`src/rtl/axi_packet_gate.sv`:
```
`default_nettype none
// ---------------------------------------------------------------------------
// axi_packet_gate : store-and-forward AXI-Stream packet buffer that releases
//                   only whole, error-free packets and drops oversize ones.
// Revision        : 1.0
// ---------------------------------------------------------------------------
module axi_packet_gate #(
   parameter int WIDTH = 32,
   parameter int SIZE  = 5
) (
   input  logic             clk,
   input  logic             reset_n,
   input  logic [WIDTH-1:0] s_axis_tdata,
   input  logic             s_axis_tlast,
   input  logic             s_axis_tvalid,
   output logic             s_axis_tready,
   input  logic             s_axis_terror,
   output logic [WIDTH-1:0] m_axis_tdata,
   output logic             m_axis_tlast,
   output logic             m_axis_tvalid,
   input  logic             m_axis_tready,
   output logic [SIZE:0]    occupied,
   output logic [SIZE:0]    pkt_count,
   output logic             dropped
);

   localparam int            DEPTH       = 1 << SIZE;
   localparam logic [SIZE:0] PTR_ONE     = (SIZE+1)'(1);
   localparam logic [SIZE:0] ALMOST_FULL = (SIZE+1)'(DEPTH - 1);

   typedef enum logic [0:0] {
      WR_ACCEPT = 1'b0,
      WR_DROP   = 1'b1
   } wr_state_t;

   wr_state_t      state;
   wr_state_t      state_next;

   logic [WIDTH:0] mem [DEPTH];
   logic [WIDTH:0] rd_word;

   logic [SIZE:0]  wr_ptr;
   logic [SIZE:0]  wr_ptr_next;
   logic [SIZE:0]  commit_ptr;
   logic [SIZE:0]  commit_ptr_next;
   logic [SIZE:0]  rd_ptr;
   logic [SIZE:0]  pkt_cnt;
   logic [SIZE:0]  used;

   logic           ready_int;
   logic           valid_int;
   logic           wr_en;
   logic           commit;
   logic           drop_set;
   logic           drop_r;
   logic           rd_xfer;
   logic           rd_last;

   assign used      = wr_ptr - rd_ptr;
   assign valid_int = (rd_ptr != commit_ptr);
   assign rd_word   = mem[rd_ptr[SIZE-1:0]];
   assign rd_xfer   = valid_int && m_axis_tready;
   assign rd_last   = rd_xfer && rd_word[WIDTH];

   // Write-side FSM: next state, pointer updates and handshake
   always_comb begin
      state_next      = state;
      ready_int       = 1'b0;
      wr_en           = 1'b0;
      commit          = 1'b0;
      drop_set        = 1'b0;
      wr_ptr_next     = wr_ptr;
      commit_ptr_next = commit_ptr;
      case (state)
         WR_ACCEPT: begin
            ready_int = !used[SIZE];
            if (s_axis_tvalid && ready_int) begin
               wr_en       = 1'b1;
               wr_ptr_next = wr_ptr + PTR_ONE;
               if (s_axis_tlast) begin
                  if (s_axis_terror) begin
                     wr_ptr_next = commit_ptr;
                     drop_set    = 1'b1;
                  end else begin
                     commit          = 1'b1;
                     commit_ptr_next = wr_ptr + PTR_ONE;
                  end
               end else if (used == ALMOST_FULL && commit_ptr == rd_ptr) begin
                  // Packet alone fills the buffer and can never be released:
                  // abandon it here so the input never sees a stall.
                  wr_ptr_next = commit_ptr;
                  state_next  = WR_DROP;
               end
            end
         end
         WR_DROP: begin
            ready_int = 1'b1;
            if (s_axis_tvalid && s_axis_tlast) begin
               drop_set   = 1'b1;
               state_next = WR_ACCEPT;
            end
         end
         default: state_next = WR_ACCEPT;
      endcase
   end

   always_ff @(posedge clk) begin
      if (!reset_n) begin
         state      <= WR_ACCEPT;
         wr_ptr     <= '0;
         commit_ptr <= '0;
         rd_ptr     <= '0;
         pkt_cnt    <= '0;
         drop_r     <= 1'b0;
      end else begin
         state      <= state_next;
         wr_ptr     <= wr_ptr_next;
         commit_ptr <= commit_ptr_next;
         drop_r     <= drop_set;
         if (rd_xfer) begin
            rd_ptr <= rd_ptr + PTR_ONE;
         end
         case ({commit, rd_last})
            2'b10:   pkt_cnt <= pkt_cnt + PTR_ONE;
            2'b01:   pkt_cnt <= pkt_cnt - PTR_ONE;
            default: pkt_cnt <= pkt_cnt;
         endcase
      end
   end

   always_ff @(posedge clk) begin
      if (wr_en) begin
         mem[wr_ptr[SIZE-1:0]] <= {s_axis_tlast, s_axis_tdata};
      end
   end

   // Outputs are forced idle while reset is held, before the registers clear
   assign s_axis_tready = reset_n && ready_int;
   assign m_axis_tvalid = reset_n && valid_int;
   assign m_axis_tdata  = rd_word[WIDTH-1:0];
   assign m_axis_tlast  = rd_word[WIDTH];
   assign occupied      = reset_n ? used : '0;
   assign pkt_count     = reset_n ? pkt_cnt : '0;
   assign dropped       = reset_n && drop_r;

endmodule
`default_nettype wire

```
`config.mk`:
```
export PLATFORM = sky130hd
export DESIGN_NAME = axi_packet_gate
export DESIGN_NICKNAME = d
export VERILOG_FILES = /design/src/rtl/axi_packet_gate.sv
export SDC_FILE = /design/constraint.sdc
export NUM_CORES = 1
export LEC_CHECK = 0
export ABC_AREA = 1
export CAP_MARGIN = 20
export CORE_UTILIZATION = 25
export CTS_CLUSTER_DIAMETER = 120
export DETAILED_ROUTE_END_ITERATION = 8
export SYNTH_ARGS = -nofsm -noshare
export SYNTH_HDL_FRONTEND = slang
export SYNTH_SLANG_ARGS = --single-unit
```
`constraint.sdc`:
```
create_clock -name clk -period 8.55 [get_ports clk]
set_input_delay 1.71 -clock clk [delete_from_list [all_inputs] [get_ports clk]]
set_output_delay 1.71 -clock clk [all_outputs]
set_load 0.02 [all_outputs]
```
-- Yosys cells after proc, flatten, opt, wreduce, memory -nomap -nowiden
Memory sizes are Yosys's and may differ from the RTL's. A register that Yosys moved wholly into a read port is not among the register bits.
Index checks and enable logic that the tools add are counted.
- add/subtract/negate cells: 5
- eq/ne operators: 5
- mux-type cells: 27
- bitwise logic cells: 1
- reductions and logical operators: 12
- operators with widths (cell ; count):
    2-to-1 mux 6 bit ; 5
    adder 6 x 1 -> 6 bit (second input constant) ; 3
    2-to-1 mux 1 bit ; 16
    one-hot mux 6 bit (2 select lines) ; 1
    2-to-1 mux 5 bit ; 2
    logical AND 1 bit ; 8
    == test 6 x 5 -> 1 bit (second input constant) ; 1
    == test 6 bit ; 1
    inequality test 6 bit ; 1
    one-hot mux 1 bit (2 select lines) ; 3
    subtractor 6 x 1 -> 6 bit (second input constant) ; 1
    subtractor 6 bit ; 1
    AND reduction 3 bit ; 1
    == test 2 x 1 -> 1 bit (second input constant) ; 1
    == test 2 bit (second input constant) ; 1
    AND reduction 2 bit ; 1
    nonzero test 2 bit ; 1
    logical NOT 1 bit ; 1
    NOT 1 bit ; 1
- register bits: 26
- bits in writable memories: 1056
- input port bits: 38
- output and inout port bits: 48
- logic and storage cells: 57
- memories: 1
- memories (memory ; words ; width ; rd ports ; clocked after Yosys merged registers in ; write ports ; line ; source):
    mem ; 32 ; 33 ; 1 ; 1 ; 1 ; 39 ; logic [WIDTH:0] mem [DEPTH];

-- Longest topological paths before layout
Gate-level depths: netlist of run 1.
- depth after elaboration: 7
- depth in mapped cells: 22
- depth with buffers taken out: 21

-- Least setup slack after synthesis of run 1
Ideal clock, no wire load.
- path type: input port to output port
- start point: in reset_n
- end point: out m_axis_tvalid
- data arrival time: 2426 ps
- setup slack: 4414 ps
- stages: 4
- buffers on the path: 2
- path through: clkbuf_1 > clkbuf_1 > nand2_1 > inv_1
- longest elaborated chain between the ends: 1
- ends and longest elaborated chain (item ; line ; source):
    from (decl) ; 12 ; input logic reset_n,
    logical AND 1 bit ; 139 ; assign m_axis_tvalid = reset_n && valid_int;
    to (decl) ; 20 ; output logic m_axis_tvalid,
No other way between the ends.

==> results.json, run 1 <==
{
  "maxSlewViolCount": 0,
  "ys_async_sr_fraction_pct": 0,
  "yosys.cell_types.count": 40,
  "ir_drop_mv": 0.2204,
  "use_met1_pct": 19.70,
  "cts_setup_buffers": 0,
  "core_area_mm2": 0.1717,
  "wirelength_um": 126400,
  "fin_nets": 3334,
  "ctsHoldBuffers": 0,
  "end_kind": "output port",
  "io_buffers": 85,
  "num_rows": 152,
  "syn_nets": 3307,
  "outcome": "finished clean",
  "fin_crit_ps": 6440,
  "die-width_um": 418.2,
  "syn_area_per_cell_um2": 13.32,
  "yosysSeqAreaShare_pct": 74.66,
  "critPathLaunchType": "flop",
  "skew_ps": 43.87,
  "yosys_warnings": 0,
  "grt_overflow": 0,
  "postRouteAntennaNets": 0,
  "cts_buffers": 104,
  "syn2layout_area_growth_pct": 15.77,
  "root_buffer": "clkbuf_16",
  "finalSetupViolCount": 0,
  "yosysTopAreaCellShare_pct": 73.23,
  "finalHoldViolations": 0,
  "antenna_found_initial": 13,
  "hpwlAfterDp_um": 61430,
  "use_met3_pct": 2.464,
  "cts_tree": "yes",
  "p_sw_share_pct": 30.47,
  "worst_slew_pin_slew_ps": 1096,
  "ys.flop_type": "edfxtp_1",
  "max_freq_mhz": 155.3,
  "layout_common_cells": "1056 x edfxtp_1, 615 x nor2_1, 545 x o21ai_0",
  "syn_inst": 3252,
  "vias": 27890,
  "vias_per_cell": 4.919,
  "relSlewSlack_pct": 26.94,
  "worst-setup-path-type": "flop to output port",
  "rsz0062_at_grt": "no",
  "crit_path_max_fanout": 278,
  "clock_latency_ps": 740,
  "grt.busiest_layer": "met2",
  "path_clk_slew_ps": 70,
  "final_cells": 5669,
  "drive_gt1_share_pct": 7.805,
  "grt_pass1_wl_um": 183000,
  "power.leakage_nw": 15.54,
  "p_clk_share_pct": 33.7,
  "numPlacedInstances": 5476,
  "crit_required_ps": 6840,
  "seq_area_mm2": 0.03235,
  "fin_crit_sh_pct": 75.32,
  "synthTopCellsByArea": "edfxtp_1 73%, o21ai_0 6.3%, nor2_1 5.6%",
  "cp_data_arrival_time_ps": 4730,
  "crit_chain": "inv_16 > buf_4 > o21ai_0 > o221ai_1 > a31oi_1 > a21oi_1 > clkdlybuf4s50_1",
  "dr.pass1.iters": 5,
  "fill_cells": 17100,
  "cts_htree_levels": 3,
  "gp_congestion": 0.7792,
  "grt_max_degree": 279,
  "layout_commonest_cell": "edfxtp_1",
  "grtUsageTotal_pct": 14.09,
  "ioPinCount": 86,
  "cts_resized": 0,
  "cap_viol_max_count": 0,
  "initial_utilization_pct": 25.21,
  "drc": 0,
  "cts_max_path_buffers": 3,
  "p_per_area_mw_per_mm2": 268.4,
  "multi_input_area_mm2": 0.009747,
  "synth_seq_cells": 1087,
  "p_switching_w": 0.004099,
  "die_y_um": 418.2,
  "grt_pass1_vias": 26550,
  "clkSinkCount": 1087,
  "synth_edf_count": 1056,
  "regToRegSetupSlack_ps": 3680,
  "min_path_type": "flop to flop",
  "drt_iter0_markers": 3255,
  "syn_area_mm2": 0.04330,
  "internal_power_w": 0.009354,
  "wl_per_cell_um": 22.29,
  "seq_power_share_pct": 44.9,
  "die_area_mm2": 0.1749,
  "synth_top_area_cell": "edfxtp_1",
  "power_frac_comb_pct": 21.3,
  "crit_slowest_cell": "inv_16",
  "met2_usage_pct": 22.19,
  "cpPeakStageDelay_ps": 800,
  "setup-tns-final_ps": 0
}
[sequential cells by signal (all words and copies together) (netlist names), named ones only]
signal / cells
wr_ptr: 6
rd_ptr: 6
pkt_cnt: 6
commit_ptr: 6
state: 1
drop_r: 1
mem: 1056
[routing by layer]
metal	routed length, um	part of all wire [%]
met1	54610	43
met2	58030	46
met3	10340	8.2
met4	3329	2.6
met5	62	0.049
[cell usage after synthesis, types with 5 or more instances]
cell type  number
a21oi_1        52
a21oi_2         5
buf_6          19
o21ai_1        56
nor2_1        647
nand4_1        11
o221ai_1      202
buf_1           6
nand3_1        94
nand2_1       126
inv_1          60
edfxtp_1     1056
ha_1           15
dfxtp_1        31
a31oi_1        29
o22ai_1        61
xor2_1          5
buf_4          22
buf_2          69
o21ai_0       545
clkbuf_1      112
[final cells by class]
cell class              instances  share of cell area [%]
repair buffers                154                   3.120
well taps                    2310                   5.765
inverters                      65                  0.5441
diodes                          2                0.009983
flip-flops and latches       1087                   64.52
multi-input cells            1867                   19.44
clock buffers                 132                   5.443
clock inverters                52                   1.151
[worst max-delay path: cells and delay by family, from the launching register on]
kind,cells,cell delay [ps]
DFF,1,620
buffers and inverters,3,2200
AOI/OAI and AO/OA,4,1020
[path summary, 6_finish.rpt]
kind	start	to	cells past startpoint
worst max-delay path	flop	m_axis_tdata[29]	7
worst min-delay path	commit_ptr[3]$_SDFFE_PN0P_	commit_ptr[3]$_SDFFE_PN0P_	2
worst max register to register	flop	pkt_cnt[5]$_SDFFE_PN0P_	20
worst min register to register	commit_ptr[3]$_SDFFE_PN0P_	commit_ptr[3]$_SDFFE_PN0P_	2
[stage by stage]
stage	total power [W]	utilization (%)	hold slack, ps	setup slack (ps)	area (um^2)
final	0.01345	29.19	491.0	2110	50130
after global routing	0.01401	29.19	528.0	1849	50130
after CTS	0.01353	29.09	484.6	2096	49950
after detailed placement	0.009034	27.16	474.2	2771	46650
after global placement	0.008986	27.12	469.2	2857	46570
after floorplan	0.008040	-	455.4	4414	43300
[cells by family after synthesis]
kind of cell	count (synthesis)	synth area share [%]
buf+inv	298	3.381
compound gates	952	13.07
fa+ha+maj	17	0.5259
flops	1087	74.66
simple gates	889	8.160
xor+xnor	9	0.1994
[power by group through the flow]
stage | Combinational [W] | Sequential (W) | Clock, W
after global placement | 0.00283 | 0.00616 | 0
after detailed placement | 0.00287 | 0.00616 | 0
after floorplan | 0.00195 | 0.00609 | 0
after CTS | 0.00288 | 0.00605 | 0.00460
after global routing | 0.00316 | 0.00606 | 0.00479
final | 0.00287 | 0.00605 | 0.00454
Power figures use the tool's default switching activity.
==> inputs of run 2 (changes only) <==
Clock period 8.55 ns to 6.7 ns, I/O delays scaled along.
==> run 2 against run 1 <==
Clock skew increased by 42 ps. Final cell count up 0.51%. Non-clock buffer count increased by 8. Count of clock-buffer cells in the layout shrank 4. Highest routed layer unchanged.
==> results.json, run 2 (same netlist as run 1, synthesis figures left out) <==
{
  "cp_data_arrival_time_ps": 4420,
  "drt_iter0_markers": 2982,
  "multi_input_area_mm2": 0.009747,
  "cpPeakStageDelay_ps": 750,
  "rsz0062_at_grt": "no",
  "fin_crit_ps": 5756,
  "postRouteAntennaNets": 0,
  "vias_per_cell": 4.877,
  "die_area_mm2": 0.1749,
  "max_freq_mhz": 173.7,
  "cap_viol_max_count": 0,
  "cts_resized": 0,
  "core_area_mm2": 0.1717,
  "crit_path_max_fanout": 84,
  "ir_drop_mv": 0.3014,
  "largest_reg_flops": 1056,
  "cts_htree_levels": 3,
  "vias": 27790,
  "gp_congestion": 0.7728,
  "layout_common_cells": "1056 x edfxtp_1, 615 x nor2_1, 545 x o21ai_0",
  "layout_commonest_cell": "edfxtp_1",
  "path_buf_inv": 3,
  "setup-tns-final_ps": 0,
  "initial_utilization_pct": 25.21,
  "die-width_um": 418.2,
  "crit_slowest_cell": "clkdlybuf4s50_1",
  "clkSinkCount": 1087,
  "cts_max_path_buffers": 3,
  "path_clk_slew_ps": 60,
  "power.leakage_nw": 15.72,
  "drive_gt1_share_pct": 8.592,
  "grt_pass1_wl_um": 182400,
  "finalHoldViolations": 0,
  "grt_max_degree": 308,
  "final_core_util_pct": 29.37,
  "worst-path-stages": 9,
  "worstSetupEndpoint": "m_axis_tdata[25]",
  "cts_buffers": 109,
  "grt_overflow": 0,
  "fin_crit_sh_pct": 85.92,
  "wl_per_cell_um": 22.15,
  "fin_nets": 3347,
  "cts_setup_buffers": 0,
  "r2r_cells": 9,
  "outcome": "finished clean",
  "crit_family": "buffers and inverters",
  "reg2reg_to": "mem[13][6]$_DFFE_PP_",
  "grtUsageTotal_pct": 14.01,
  "io_buffers": 85,
  "clock_latency_ps": 750,
  "crit_required_ps": 5360,
  "root_buffer": "clkbuf_16",
  "wirelength_um": 126200,
  "skew_ps": 85.52,
  "dr.pass1.iters": 8,
  "maxSlewViolCount": 0,
  "ctsHoldBuffers": 0,
  "grt_pass1_vias": 26410,
  "antenna_found_initial": 10,
  "whs_path_depth": 2,
  "relSlewSlack_pct": 0.3550,
  "cts_tree": "yes",
  "ioPinCount": 86,
  "final_cells": 5698,
  "syn2layout_area_growth_pct": 16.47,
  "hpwlAfterDp_um": 64390,
  "numPlacedInstances": 5480,
  "seq_area_mm2": 0.03235,
  "worst_slew_pin_slew_ps": 1495,
  "crit_chain": "inv_6 > buf_4 > o21ai_0 > o221ai_1 > nand3_1 > nand2_1 > nor2_1 > a21oi_1 > clkdlybuf4s50_1",
  "drc": 0,
  "die_y_um": 418.2,
  "worst-setup-path-type": "flop to output port",
  "fill_cells": 17130,
  "r2r_start": "wr_ptr[4]$_SDFFE_PN0P_",
  "end_kind": "output port",
  "min_path_type": "flop to flop",
  "finalSetupViolCount": 0,
  "critPathLaunchType": "flop",
  "regToRegSetupSlack_ps": 2440,
  "p_per_area_mw_per_mm2": 343.3,
  "num_rows": 152,
  "hp-start": "commit_ptr[3]$_SDFFE_PN0P_"
}
## run 2: cell count changes in the layout (fill, tap and decap cells not counted), sizes merged
cell and change:
clkinv +28, bufinv -3, inv +1, clkbuf -7
buf +11, diode -1
## run 2: tightest hold or removal path, delay by kind of cell (launching register included)
| kind | cells | cell delay [ps] |
|---|---|---|
| DFF | 1 | 320 |
| and+or+nand+nor | 1 | 60 |
| AOI/OAI and AO/OA | 1 | 60 |
## run 2: cell type report
type | instances | share of cell area, %
antenna | 1 | 0.004962
inverter | 65 | 0.5408
sequential | 1087 | 64.14
multi-input combinational | 1867 | 19.33
clock inverter | 78 | 1.258
tap | 2310 | 5.731
clock buffer | 128 | 5.592
timing repair buffer | 162 | 3.411
## run 2: worst min path at each step
stage | endpoint | slack [ps]
after global placement | commit_ptr[3]$_SDFFE_PN0P_ | 480
after floorplan | pkt_cnt[0]$_SDFFE_PN0P_ | 460
final | commit_ptr[3]$_SDFFE_PN0P_ | 490
after global routing | commit_ptr[3]$_SDFFE_PN0P_ | 530
after CTS | commit_ptr[3]$_SDFFE_PN0P_ | 490
after detailed placement | commit_ptr[3]$_SDFFE_PN0P_ | 480
## run 2: per-stage QoR
stage | area (um^2) | hold WS [ps] | total power (W) | setup slack (ps)
2_1_floorplan | 43300 | 455.4 | 0.01026 | 3131
4_1_cts | 50170 | 493.1 | 0.01738 | 925.7
3_5_place_dp | 46720 | 484.3 | 0.01156 | 1642
6_report | 50430 | 490.5 | 0.01732 | 943.5
5_1_grt | 50430 | 531.0 | 0.01800 | 756.6
3_3_place_gp | 46680 | 477.5 | 0.01151 | 1589
## run 2: routing by layer
layer	part of all wire, %	vias to the layer above	track usage (%)
li1	-	12340	-
met1	42	14030	18.63
met2	48	1217	23.21
met3	7.7	199	2.715
met4	2.5	6	3.775
met5	0.032	-	0
## run 2: report_power, final
| group | internal (W) | switching [W] |
|---|---|---|
| clock | 0.00323 | 0.00266 |
| sequential | 0.00759 | 0.000107 |
| combinational | 0.00117 | 0.00256 |
| total | 0.0120 | 0.00533 |
